--- config.mk ---
export PLATFORM = sky130hd
export DESIGN_NAME = uart_tx_flat
export DESIGN_NICKNAME = d
export VERILOG_FILES = /design/src/rtl/uart_tx_if.sv /design/src/rtl/uart_tx.sv /design/src/flat_wrapper.sv
export SDC_FILE = /design/constraint.sdc
export NUM_CORES = 1
export LEC_CHECK = 0
export ABC_CLOCK_PERIOD_IN_PS = 4100
export CAP_MARGIN = 30
export CORE_MARGIN = 4
export CORE_UTILIZATION = 45
export DETAILED_ROUTE_END_ITERATION = 6
export PLACE_DENSITY_LB_ADDON = 0.08
export SLEW_MARGIN = 20
export SYNTH_ARGS = -nofsm -noshare
export SYNTH_HDL_FRONTEND = slang
export SYNTH_SLANG_ARGS = --single-unit
export TNS_END_PERCENT = 30
--- constraint.sdc ---
create_clock -name CLK50M -period 4.1 [get_ports CLK50M]
set_input_delay 0.82 -clock CLK50M [delete_from_list [all_inputs] [get_ports CLK50M]]
set_output_delay 0.82 -clock CLK50M [all_outputs]
set_load 0.01 [all_outputs]
--- src/rtl/uart_tx_if.sv ---
// Byte handshake between core logic and the UART transmitter.
// The producer drives TX_DATA/TX_VALID; the transmitter answers with TX_READY.
interface uart_tx_if;
    logic [7:0] TX_DATA;
    logic       TX_VALID;
    logic       TX_READY;

    modport master (output TX_DATA, output TX_VALID, input TX_READY);
    modport slave  (input TX_DATA, input TX_VALID, output TX_READY);
endinterface

--- src/rtl/uart_tx.sv ---
// uart_tx: buffered 8N1 UART transmitter (start, 8 data bits LSB first, stop).
// Define UART_TX_PARITY_EN to insert an even-parity bit between data bit 7 and stop.
module uart_tx #(
    parameter int CLK_FREQ   = 50000000,
    parameter int BAUD       = 115200,
    parameter int FIFO_DEPTH = 4
) (
    input  logic     CLK50M,
    input  logic     RST_N,
    uart_tx_if.slave bus,
    output logic     TX,
    output logic     BUSY
);
    localparam int CLKS_PER_BIT = CLK_FREQ / BAUD;
    localparam int PTR_W        = $clog2(FIFO_DEPTH);
    localparam int CNT_W        = PTR_W + 1;
    localparam int BAUD_W       = $clog2(CLKS_PER_BIT);

    typedef enum logic [2:0] {
        ST_IDLE   = 3'd0,
        ST_START  = 3'd1,
        ST_DATA   = 3'd2,
`ifdef UART_TX_PARITY_EN
        ST_PARITY = 3'd3,
`endif
        ST_STOP   = 3'd4
    } state_t;

`ifdef UART_TX_PARITY_EN
    function automatic logic even_parity(input logic [7:0] data);
        return ^data;
    endfunction
`endif

    logic [7:0]       mem_r [FIFO_DEPTH];
    logic [PTR_W-1:0] wr_ptr_r;
    logic [PTR_W-1:0] rd_ptr_r;
    logic [CNT_W-1:0] count_r;

    state_t           state_r, state_s;
    logic [BAUD_W-1:0] baud_cnt_r, baud_s;
    logic [2:0]       bit_idx_r, idx_s;
    logic [7:0]       shift_r, shift_s;
    logic             tx_r, tx_s;
`ifdef UART_TX_PARITY_EN
    logic             parity_r, parity_s;
`endif

    logic full_s, empty_s, push_s, pop_s, bit_done_s;
    logic [7:0] head_s;

    assign full_s       = (count_r == CNT_W'(FIFO_DEPTH));
    assign empty_s      = (count_r == CNT_W'(0));
    assign push_s       = bus.TX_VALID && !full_s;
    assign head_s       = mem_r[rd_ptr_r];
    assign bit_done_s   = (baud_cnt_r == BAUD_W'(CLKS_PER_BIT - 1));
    assign bus.TX_READY = !full_s;
    assign TX           = tx_r;
    assign BUSY         = (state_r != ST_IDLE) || !empty_s;

    // Byte FIFO storage, pointers and occupancy; full refuses a push even on a popping edge.
    always_ff @(posedge CLK50M or negedge RST_N) begin
        if (!RST_N) begin
            for (int i = 0; i < FIFO_DEPTH; i++) begin
                mem_r[i] <= 8'd0;
            end
            wr_ptr_r <= PTR_W'(0);
            rd_ptr_r <= PTR_W'(0);
            count_r  <= CNT_W'(0);
        end else begin
            if (push_s) begin
                mem_r[wr_ptr_r] <= bus.TX_DATA;
                wr_ptr_r        <= wr_ptr_r + PTR_W'(1);
            end
            if (pop_s) begin
                rd_ptr_r <= rd_ptr_r + PTR_W'(1);
            end
            case ({push_s, pop_s})
                2'b10:   count_r <= count_r + CNT_W'(1);
                2'b01:   count_r <= count_r - CNT_W'(1);
                default: count_r <= count_r;
            endcase
        end
    end

    // Frame state register; TX is registered here so the pin never glitches.
    always_ff @(posedge CLK50M or negedge RST_N) begin
        if (!RST_N) begin
            state_r    <= ST_IDLE;
            baud_cnt_r <= BAUD_W'(0);
            bit_idx_r  <= 3'd0;
            shift_r    <= 8'd0;
            tx_r       <= 1'b1;
`ifdef UART_TX_PARITY_EN
            parity_r   <= 1'b0;
`endif
        end else begin
            state_r    <= state_s;
            baud_cnt_r <= baud_s;
            bit_idx_r  <= idx_s;
            shift_r    <= shift_s;
            tx_r       <= tx_s;
`ifdef UART_TX_PARITY_EN
            parity_r   <= parity_s;
`endif
        end
    end

    // Next-state logic; TX is set to the level of the bit being entered on each transition.
    always_comb begin
        state_s  = state_r;
        baud_s   = baud_cnt_r;
        idx_s    = bit_idx_r;
        shift_s  = shift_r;
        tx_s     = tx_r;
        pop_s    = 1'b0;
`ifdef UART_TX_PARITY_EN
        parity_s = parity_r;
`endif
        case (state_r)
            ST_IDLE: begin
                tx_s   = 1'b1;
                baud_s = BAUD_W'(0);
                if (!empty_s) begin
                    pop_s    = 1'b1;
                    shift_s  = head_s;
                    tx_s     = 1'b0;
                    state_s  = ST_START;
`ifdef UART_TX_PARITY_EN
                    parity_s = even_parity(head_s);
`endif
                end else begin
                    state_s = ST_IDLE;
                end
            end
            ST_START: begin
                if (bit_done_s) begin
                    baud_s  = BAUD_W'(0);
                    tx_s    = shift_r[0];
                    idx_s   = 3'd0;
                    state_s = ST_DATA;
                end else begin
                    baud_s = baud_cnt_r + BAUD_W'(1);
                end
            end
            ST_DATA: begin
                if (bit_done_s) begin
                    baud_s = BAUD_W'(0);
                    if (bit_idx_r == 3'd7) begin
`ifdef UART_TX_PARITY_EN
                        tx_s    = parity_r;
                        state_s = ST_PARITY;
`else
                        tx_s    = 1'b1;
                        state_s = ST_STOP;
`endif
                    end else begin
                        shift_s = {1'b0, shift_r[7:1]};
                        tx_s    = shift_r[1];
                        idx_s   = bit_idx_r + 3'd1;
                    end
                end else begin
                    baud_s = baud_cnt_r + BAUD_W'(1);
                end
            end
`ifdef UART_TX_PARITY_EN
            ST_PARITY: begin
                if (bit_done_s) begin
                    baud_s  = BAUD_W'(0);
                    tx_s    = 1'b1;
                    state_s = ST_STOP;
                end else begin
                    baud_s = baud_cnt_r + BAUD_W'(1);
                end
            end
`endif
            ST_STOP: begin
                if (bit_done_s) begin
                    baud_s = BAUD_W'(0);
                    // Chain straight into the next start bit when more data is queued.
                    if (!empty_s) begin
                        pop_s    = 1'b1;
                        shift_s  = head_s;
                        tx_s     = 1'b0;
                        state_s  = ST_START;
`ifdef UART_TX_PARITY_EN
                        parity_s = even_parity(head_s);
`endif
                    end else begin
                        tx_s    = 1'b1;
                        state_s = ST_IDLE;
                    end
                end else begin
                    baud_s = baud_cnt_r + BAUD_W'(1);
                end
            end
            default: begin
                state_s = ST_IDLE;
                baud_s  = BAUD_W'(0);
                tx_s    = 1'b1;
            end
        endcase
    end
endmodule

--- src/flat_wrapper.sv ---
// flat-port wrapper written by rule: the top's interface ports become plain ports
module uart_tx_flat 
#(
    parameter int CLK_FREQ   = 50000000,
    parameter int BAUD       = 115200,
    parameter int FIFO_DEPTH = 4
)
  (CLK50M, RST_N, TX, BUSY, bus_TX_DATA, bus_TX_VALID, bus_TX_READY);
  uart_tx_if bus_i ();
  input  logic CLK50M;
  input  logic RST_N;
  output logic TX;
  output logic BUSY;
  input wire logic [$bits(bus_i.TX_DATA)-1:0] bus_TX_DATA;
  input wire logic [$bits(bus_i.TX_VALID)-1:0] bus_TX_VALID;
  output wire logic [$bits(bus_i.TX_READY)-1:0] bus_TX_READY;
  assign bus_i.TX_DATA = bus_TX_DATA;
  assign bus_i.TX_VALID = bus_TX_VALID;
  assign bus_TX_READY = bus_i.TX_READY;
  uart_tx #(.CLK_FREQ(CLK_FREQ), .BAUD(BAUD), .FIFO_DEPTH(FIFO_DEPTH)) u_core (.CLK50M(CLK50M), .RST_N(RST_N), .bus(bus_i), .TX(TX), .BUSY(BUSY));
endmodule
* Yosys cells after proc, flatten, opt, wreduce, memory -nomap -nowiden
Cells that the tools add are included.
** Word-level totals
- Word-level logic and storage cells :: 85
- Register bits :: 63
- Output and inout bits :: 3
- Input bits :: 11
** Cells by class
- Bitwise gates (word level) :: 2
- Add/subtract/negate cells :: 6
- Reduce and logical (&&, ||, !) cells :: 16
- Multiplexer cells :: 33
- Equal/unequal tests :: 13
- Order comparisons :: 3
** Operators by type and width (number)
- two-way mux 8 bit :: 7
- bitwise mux 32 bit :: 1
- one-hot mux 8 bit (3 select lines) :: 1
- two-way mux 3 bit :: 7
- two-way mux 9 bit :: 2
- binary-select mux 8 bit (select 2 bit) :: 1
- demux 8 bit (select 2 bit) :: 1
- one-hot mux 3 bit (2 select lines) :: 2
- one-hot mux 3 bit (4 select lines) :: 1
- AND reduction 4 bit :: 3
- adder 9 x 1 -> 9 bit, second input constant :: 1
- == test 3 bit, second input constant :: 3
- == test 9 bit, second input constant :: 1
- two-way mux 1 bit :: 8
- != test 2 x 1 -> 1 bit, second input constant :: 4
- adder 3 x 1 -> 3 bit, second input constant :: 2
- >= comparator 3 bit, second input constant :: 2
- zero test 3 bit :: 2
- inverter 2 -> 3 bit :: 2
- nonzero test 3 bit :: 2
- adder 2 x 1 -> 2 bit, second input constant :: 2
- one-hot mux 1 bit (4 select lines) :: 1
- nonzero test 2 bit :: 2
- == test 3 x 1 -> 1 bit, second input constant :: 1
- other kinds (12) :: 14

* Longest topological paths before layout
Gate-level depths: netlist of the first run.
- Depth in word-level cells :: 7
- Depth in mapped cells :: 12
- Mapped depth without buffers :: 11

* Worst setup path before layout of the first run
No wires, ideal clock.
- Path kind :: flip-flop to flip-flop
- Start point :: register u_core.baud_cnt_r[1]
- End point :: register u_core.count_r[2]
- Arrival time :: 2403 ps
- Setup slack :: 1618 ps
- Clock period less this slack :: 2482 ps
- Required time :: 4021 ps
- Path buffers :: 1
- Library setup time :: 79 ps
- Cell stages (with the launch flop) :: 13
- Path through :: dfrtp_1 -> inv_1 -> ha_1 -> nor4bb_4 -> nand4_1 -> buf_2 -> a21oi_2 -> ha_1 -> inv_1 -> fa_1 -> xor2_1 -> nor2_1 -> xor2_1
** Between the ends
- Cells in the longest elaborated chain, start to end :: 5
- Elaborated cells on any way between the ends :: 7
- Classes of those cells :: eq/ne: 3; mux: 3; reduce/logical: 1
** Ends and longest elaborated chain
- start, declared :: line uart_tx.sv:41 : logic [BAUD_W-1:0] baud_cnt_r, baud_s;
- start signal, assigned :: line uart_tx.sv:99 : baud_cnt_r <= baud_s;
- == test 9 bit * :: line uart_tx.sv:56 : assign bit_done_s = (baud_cnt_r == BAUD_W'(CLKS_PER_BIT - 1));
- two-way mux 1 bit * :: line uart_tx.sv:178 : if (bit_done_s) begin
- one-hot mux 1 bit (2 select lines) * :: line uart_tx.sv:120 : case (state_r)
- net u_core.pop_s :: line uart_tx.sv:49 : logic full_s, empty_s, push_s, pop_s, bit_done_s;
- == test 2 x 1 -> 1 bit or == test 2 bit (tied branches) :: line uart_tx.sv:78 : case ({push_s, pop_s})
- one-hot mux 3 bit (2 select lines) or nonzero test 2 bit (tied branches)
- end signal, assigned :: line uart_tx.sv:79 : 2'b10: count_r <= count_r + CNT_W'(1);
- end signal, assigned :: line uart_tx.sv:80 : 2'b01: count_r <= count_r - CNT_W'(1);
- end signal, assigned :: line uart_tx.sv:81 : default: count_r <= count_r;
- end, declared :: line uart_tx.sv:38 : logic [CNT_W-1:0] count_r;
Mark *: on every way through the listed nets, which the timed path passes. The rest lies on a longest branch.
A chain may end at the register's enable or synchronous reset.

* Final worst setup path of the first run
Same ends and word-level chain as after synthesis.

==> summary.txt, run 1 <==
Outcome
  – Outcome: finished, final reports clean

Global routing
  – Initial antenna violation count: 0
  – First-pass GRT wire length: ~9.8 mm
  – Largest net degree at the start of global routing: 39
  – Vias in the first global route: ~1900
  – Grt total ovfl: 0
  – Global Route Usage Sum: 0.152

Logic synthesis
  – Syn avg cell area: 13.3 um2
  – Sequential element share of the synthesized area: 0.506
  – Count leader, synth: dfrtp_1
  – Synthesized area: 0.00312 mm2
  – Post-synth top cells: dfrtp_1, mux2_2, nor2_1
  – Post-synthesis compound-gate area fraction: 0.0554
  – Area contributors post-synth: dfrtp_1, mux2_2, mux4_2
  – Post-Synth Adder-Cell Area: 0.0457
  – Syn nets: about 260
  – Yosys top cell area share: 0.498
  – Synth warnings: 0
  – Post-synth EDFFs: 0
  – Area leader, netlist: dfrtp_1
  – Post-synthesis mux area share: 0.244
  – Most used DFF post-synth: dfrtp_1
  – Post-Synth Simple-Gate Area: 0.0859
  – Cell count after synthesis: 235
  – Largest family of logic cells by synthesized area: multiplexers
  – Xor/xnor share of the synthesized area: 0.0393
  – Cell variety after synth: 44
  – FF+latch count, synth: 63
  – Asr flop ratio synth: 1.00

Clock network
  – Post_cts resized: 0
  – Clock Latency Late Sink: 0.34 ns
  – Clk root buf: clkbuf_8
  – CTS sink cnt: 63
  – Cts hold-fix bufs: 0
  – Clock transition at path regs: 0.08 ns
  – H-tree depth: 3
  – Post-CTS Setup Bufs: 0
  – TritonCTS clock tree: yes
  – Clk buf depth: 2
  – CTS Buf Count: 9

Critical path
  – R2R depth: 11
  – Peak per-stage delay on the critical path: 0.46 ns
  – Worst-path fanout max: 11
  – Critical path, cell by cell: inv_1, ha_1, nor4bb_4, nand4_1, a21oi_2, ha_1, inv_1, fa_1, xor2_1, nor2_1, xor2_1
  – Worst path bufs/invs: 2
  – Arrival time at the worst endpoint: 3.20 ns
  – Worst path depth: 11
  – Crit path max-delay family: simple AND/OR/NAND/NOR gates
  – WP data required: 4.36 ns
  – Startpoint class of the critical path: register
  – Element type at the critical path end: register
  – Slowest CP cell: nand4_1
  – Crit Path Category: register to register

Pwr
  – P per Cell Area: between 500 and 600 mW/mm2
  – Pleak: between 1.5 and 2 nW
  – VDD IR max: 0.000295 V

Routing
  – Post-route ant nets: 0
  – Drt wl/cell: 16.8 um
  – Vias per inst: 5.42
  – DRC errors left: 0
  – Pre-Repair DR Iteration Count: 4
  – DR vias: 1838
  – Detailed router's first-iteration violation count: 94
  – Final wirelength: 5.68 mm

Place
  – Cells after DPL: approximately 320
  – Port Buffers: 13
  – HPWL after detailed placement: 3.75 mm
  – Final Wtd Congestion: 0.753

Finish
  – Non-filler cells, final: 339
  – Share of cells above drive strength 1: 0.313
  – # diodes: 0
  – NumNets Final: 275
  – Syn-to-layout area delta: 13.2%
  – Fin util: 0.522
  – Filler cells: 575

STA
  – Tcrit/Tclk final: 0.717
  – Post-layout min period: 2.94 ns
  – Hold WS: 0.423 ns
  – Skew final: 0.0124 ns
  – Slew Limit Headroom: 0.540
  – RSZ-0062 raised after global routing: false
  – Setup TNS: 0 ns
  – Worst-Margin Slew: 0.687 ns
  – Final setup fails: 0
  – Final Hold Viols: 0
  – Fin. max-slew vios: 0
  – Max Clk Rate: 340 MHz

Floorplanning
  – Die area: 0.00832 mm2
  – Die Width: 91.2 um
  – Ports: 14
  – Core Box Area: approximately 0.0068 mm2
  – Site row count: 30
  – Die height: 91.2 um
  – Initial Utilization: 0.461

Flow run
  – Max Cap Viol: 0

Hold path
  – Hold crit path type: input port to async pin
[area by class of cell]
| class | count | area (um2) | area share |
|---|---|---|---|
| inverters | 10 | 37.5 | 0.0106 |
| multi-input cells | 155 | 1470 | 0.415 |
| flip-flops and latches | 63 | 1580 | 0.447 |
| clock inverters | 6 | 61.3 | 0.0174 |
| well taps | 80 | 100 | 0.0284 |
| clock buffers | 10 | 128 | 0.0362 |
| repair buffers | 15 | 160 | 0.0454 |
[metrics by stage]
stage	area, um2	total power, mW	setup WS, ns
after floorplan	3120	1.45	1.62
after global placement	3310	1.59	1.28
after detailed placement	3310	1.61	1.19
after CTS	3500	2.14	1.16
after global routing	3530	2.26	0.949
final	3530	2.12	1.16
[power breakdown]
| part | total, mW | switching, mW | internal (mW) |
|---|---|---|---|
| Combinational | 0.588 | 0.227 | 0.362 |
| Clock | 0.523 | 0.244 | 0.279 |
| Sequential | 1.01 | 0.159 | 0.846 |
[state kept, by name, indices dropped and copies added (netlist names)]
| signal | flops |
|---|---|
| u_core.mem_r | 32 |
| u_core.baud_cnt_r | 9 |
| u_core.shift_r | 8 |
| u_core.bit_idx_r | 3 |
| u_core.count_r | 3 |
| u_core.state_r | 3 |
| u_core.rd_ptr_r | 2 |
| u_core.wr_ptr_r | 2 |
| u_core.TX | 1 |
[path summary, 6_finish.rpt]
kind / end / start / slack (ns)
setup / recovery: u_core.count_r[2] / u_core.baud_cnt_r[1] / 1.16
hold / removal: u_core.mem_r[27] / RST_N / 0.42
setup reg to reg: u_core.count_r[2] / u_core.baud_cnt_r[1] / 1.16
hold reg to reg: u_core.mem_r[3] / u_core.mem_r[3] / 0.50
max in group asynchronous: u_core.state_r[2] / RST_N / 2.97
min in group CLK50M: u_core.mem_r[3] / u_core.mem_r[3] / 0.50
[layout by cell type, fill, tap and decap left out, drive strengths merged, types with 2 or more instances in the layout]
cell,netlist,final
ha,9,9
clkbuf,3,10
mux2i,2,2
nor3,3,3
dfrtp,62,62
a21oi,4,4
xnor2,4,4
buf,4,3
and4,2,2
nor2,16,16
nand2,11,11
xor2,10,10
nand4,5,5
mux2,47,47
clkinv,0,4
clkdlybuf4s50,0,12
o31ai,3,3
inv,10,10
nand3,5,5
mux4,8,8
o21a,2,2
o21ai,3,3
nor2b,3,3
[routing by layer]
layer	vias up	wire length, um	global-route usage
met2	21	2360	0.204
li1	893	-	-
met4	0	111	0.0716
met5	-	0	0
met3	11	144	0.0331
met1	913	3070	0.232
[worst reg2reg max path, cell delays in order (launching register included)]
cell and delay, ns:
dfrtp_1 0.42, inv_1 0.07, ha_1 0.13, nor4bb_4 0.33, nand4_1 0.46, a21oi_2 0.35, ha_1 0.22, inv_1 0.07
fa_1 0.43, xor2_1 0.15, nor2_1 0.11, xor2_1 0.14
[kinds of logic after synthesis]
family / after synthesis
flops: 63
xor+xnor: 14
fa+ha+maj: 11
compound gates: 22
buf+inv: 17
mux: 57
simple gates: 51
Power figures use the tool's default switching activity.
==> inputs of run 2 (changes only) <==
--- a/config.mk
+++ b/config.mk
@@ -5,7 +5,7 @@
 export SDC_FILE = /design/constraint.sdc
 export NUM_CORES = 1
 export LEC_CHECK = 0
-export ABC_CLOCK_PERIOD_IN_PS = 4100
+export ABC_CLOCK_PERIOD_IN_PS = 2960
 export CAP_MARGIN = 30
 export CORE_MARGIN = 4
 export CORE_UTILIZATION = 45
==> constraint.sdc (replaced) <==
create_clock -name CLK50M -period 2.96 [get_ports CLK50M]
set_input_delay 0.592 -clock CLK50M [delete_from_list [all_inputs] [get_ports CLK50M]]
set_output_delay 0.592 -clock CLK50M [all_outputs]
set_load 0.01 [all_outputs]
==> run 2 against run 1 <==
  * Combinational power up 39%
  * Sequential share of layout area down 0.55 points
  * Power up 46%
  * Clock skew down 0.0036 ns
  * Clock power up 66%
  * Setup slack worse by 0.76 ns
  * Worst hold slack worse by 0.16 ns
  * First-iteration DRC count down 16%
  * Clock-buffer cell count up 2
  * Core utilization up 0.65 points
  * Critical path type unchanged
  * Critical endpoint unchanged
==> summary.txt, run 2 (same netlist as run 1, synthesis figures left out) <==
Outcome
  – Outcome: finished, final reports clean (unchanged)

Finish
  – Multi-input logic area: 0.00147 mm2 (unchanged)
  – Biggest regs: u_core.mem_r x32, u_core.baud_cnt_r x9, u_core.shift_r x8 (unchanged)
  – Fin area: 0.00357 mm2 (was 0.00353 mm2)
  – Max FFs per register: 32 (unchanged)
  – Fin util: 0.529 (was 0.522)
  – Filler cells: 594 (was 575)
  – NumNets Final: 276 (was 275)
  – Most frequent cells in the layout: dfrtp_1, mux2_2, nor2_1 (unchanged)
  – Most common cell after layout, fill and taps aside: dfrtp_1 (unchanged)
  – Top reg by flops: u_core.mem_r (unchanged)
  – Register area: 0.00158 mm2 (unchanged)
  – # diodes: 0 (unchanged)
  – Syn-to-layout area delta: 14.6% (was 13.2%)
  – Share of cells above drive strength 1: 0.315 (was 0.313)

STA
  – Setup TNS: 0 ns (unchanged)
  – Fin. max-slew vios: 0 (unchanged)
  – RSZ-0062 raised after global routing: false (unchanged)
  – Tcrit/Tclk final: 0.864 (was 0.717)
  – Final Hold Viols: 0 (unchanged)
  – Hold WS: 0.265 ns (was 0.423 ns)
  – Skew final: 0.00884 ns (was 0.0124 ns)
  – Slew Limit Headroom: 0.587 (was 0.540)
  – Worst-Margin Slew: 0.619 ns (was 0.687 ns)
  – Post-layout min period: 2.56 ns (was 2.94 ns)
  – Final setup fails: 0 (unchanged)
  – Max Clk Rate: 391 MHz (was 340 MHz)

Place
  – Placed cell area: 0.00334 mm2 (was 0.00331 mm2)
  – HPWL after detailed placement: 3.88 mm (was 3.75 mm)
  – Port Buffers: 13 (unchanged)
  – Final Wtd Congestion: 0.766 (was 0.753)

Clock network
  – CTS Buf Count: 9 (unchanged)
  – Clk root buf: clkbuf_8 (unchanged)
  – Cts hold-fix bufs: 0 (unchanged)
  – TritonCTS clock tree: yes (unchanged)
  – H-tree depth: 3 (unchanged)
  – CTS sink cnt: 63 (unchanged)
  – Clock transition at path regs: 0.07 ns (was 0.08 ns)
  – Clk buf depth: 2 (unchanged)
  – Post-CTS Setup Bufs: 0 (unchanged)
  – Clock Latency Late Sink: 0.34 ns (about the same)
  – Post_cts resized: 0 (unchanged)

Pwr
  – Power, Total: 3.08 mW (was 2.12 mW)
  – VDD IR max: 0.000451 V (was 0.000295 V)
  – Pleak: 1.60 nW (was 1.58 nW)
  – P per Cell Area: 863 mW/mm2 (was 600 mW/mm2)

Critical path
  – Startpoint class of the critical path: register (unchanged)
  – Arrival time at the worst endpoint: 2.82 ns (was 3.20 ns)
  – Reg-to-reg slack, setup: 0.40 ns (was 1.16 ns)
  – WP data required: 3.22 ns (was 4.36 ns)
  – Crit Path Category: register to register (unchanged)
  – Element type at the critical path end: register (unchanged)
  – Worst-path fanout max: 5 (was 11)

Global routing
  – Initial antenna violation count: 0 (unchanged)
  – Global Route Usage Sum: 0.157 (was 0.152)
  – Vias in the first global route: 1938 (was 1869)
  – Largest net degree at the start of global routing: 39 (unchanged)
  – Grt total ovfl: 0 (unchanged)
  – First-pass GRT wire length: 10.1 mm (was 9.80 mm)

Floorplanning
  – Initial Utilization: 0.461 (unchanged)
  – Site row count: 30 (unchanged)
  – Die height: 91.2 um (unchanged)
  – Ports: 14 (unchanged)
  – Core Box Area: 0.00676 mm2 (unchanged)
  – Die Width: 91.2 um (unchanged)
  – Die area: 0.00832 mm2 (unchanged)

Routing
  – Pre-Repair DR Iteration Count: 4 (unchanged)
  – Final wirelength: 5.73 mm (was 5.68 mm)
  – Drt wl/cell: 16.9 um (was 16.8 um)
  – DR vias: 1861 (was 1838)
  – Vias per inst: 5.47 (was 5.42)
  – Post-route ant nets: 0 (unchanged)
  – DRC errors left: 0 (unchanged)
  – Detailed router's first-iteration violation count: 79 (was 94)

Hold path
  – Hold crit path type: input port to async pin (unchanged)

Flow run
  – Max Cap Viol: 0 (unchanged)
run 2: cell types whose count changed in the layout (fill, tap and decap cells not counted):
cell,before,now
buf_16,1,0
clkinv_4,1,2
clkbuf_8,9,11
bufinv_16,1,2
clkinvlp_4,1,0
clkinv_2,3,0
buf_12,0,1
buf_4,1,2
run 2: routing by layer:
layer,global-route usage,share of wire
met1,0.224,0.50
met2,0.229,0.45
met3,0.0464,0.035
met4,0.0565,0.015
met5,0,0
run 2: power breakdown:
group	internal (mW)	switching (mW)	total (mW)
Clock	0.524	0.342	0.866
Combinational	0.499	0.318	0.817
Sequential	1.17	0.227	1.40
Total	2.19	0.887	3.08
run 2: worst paths after layout:
check | from | endpoint | cells past startpoint
worst max-delay path | u_core.baud_cnt_r[1] | u_core.count_r[2] | 11
max in group asynchronous | RST_N | u_core.shift_r[7] | 2
min in group CLK50M | u_core.mem_r[2] | u_core.mem_r[2] | 1
worst max register to register | u_core.baud_cnt_r[1] | u_core.count_r[2] | 11
worst min register to register | u_core.mem_r[2] | u_core.mem_r[2] | 1
worst min-delay path | RST_N | u_core.baud_cnt_r[2] | 1
run 2: area by class of cell:
| type | instances | share of cell area |
|---|---|---|
| Sequential cell | 63 | 0.442 |
| Multi-Input combinational cell | 155 | 0.410 |
| Timing Repair Buffer | 16 | 0.0448 |
| Clock buffer | 12 | 0.0434 |
| Tap cell | 80 | 0.0280 |
| Clock inverter | 4 | 0.0217 |
| Inverter | 10 | 0.0105 |
run 2: stage by stage:
step | setup slack (ns) | std cells
finish | 0.401 | 340
global route | 0.152 | 340
CTS | 0.384 | 340
detailed placement | 0.415 | 324
global placement | 0.526 | 324
floorplan | 0.478 | 235
run 2: worst max-delay path: stages (launching register included):
cell and delay, ns:
dfrtp_1 0.43, inv_1 0.08, ha_1 0.14, nor4bb_4 0.33
nand4_1 0.18, a21oi_2 0.23, ha_1 0.21, inv_1 0.07
fa_1 0.42, xor2_1 0.15, nor2_1 0.11, xor2_1 0.14
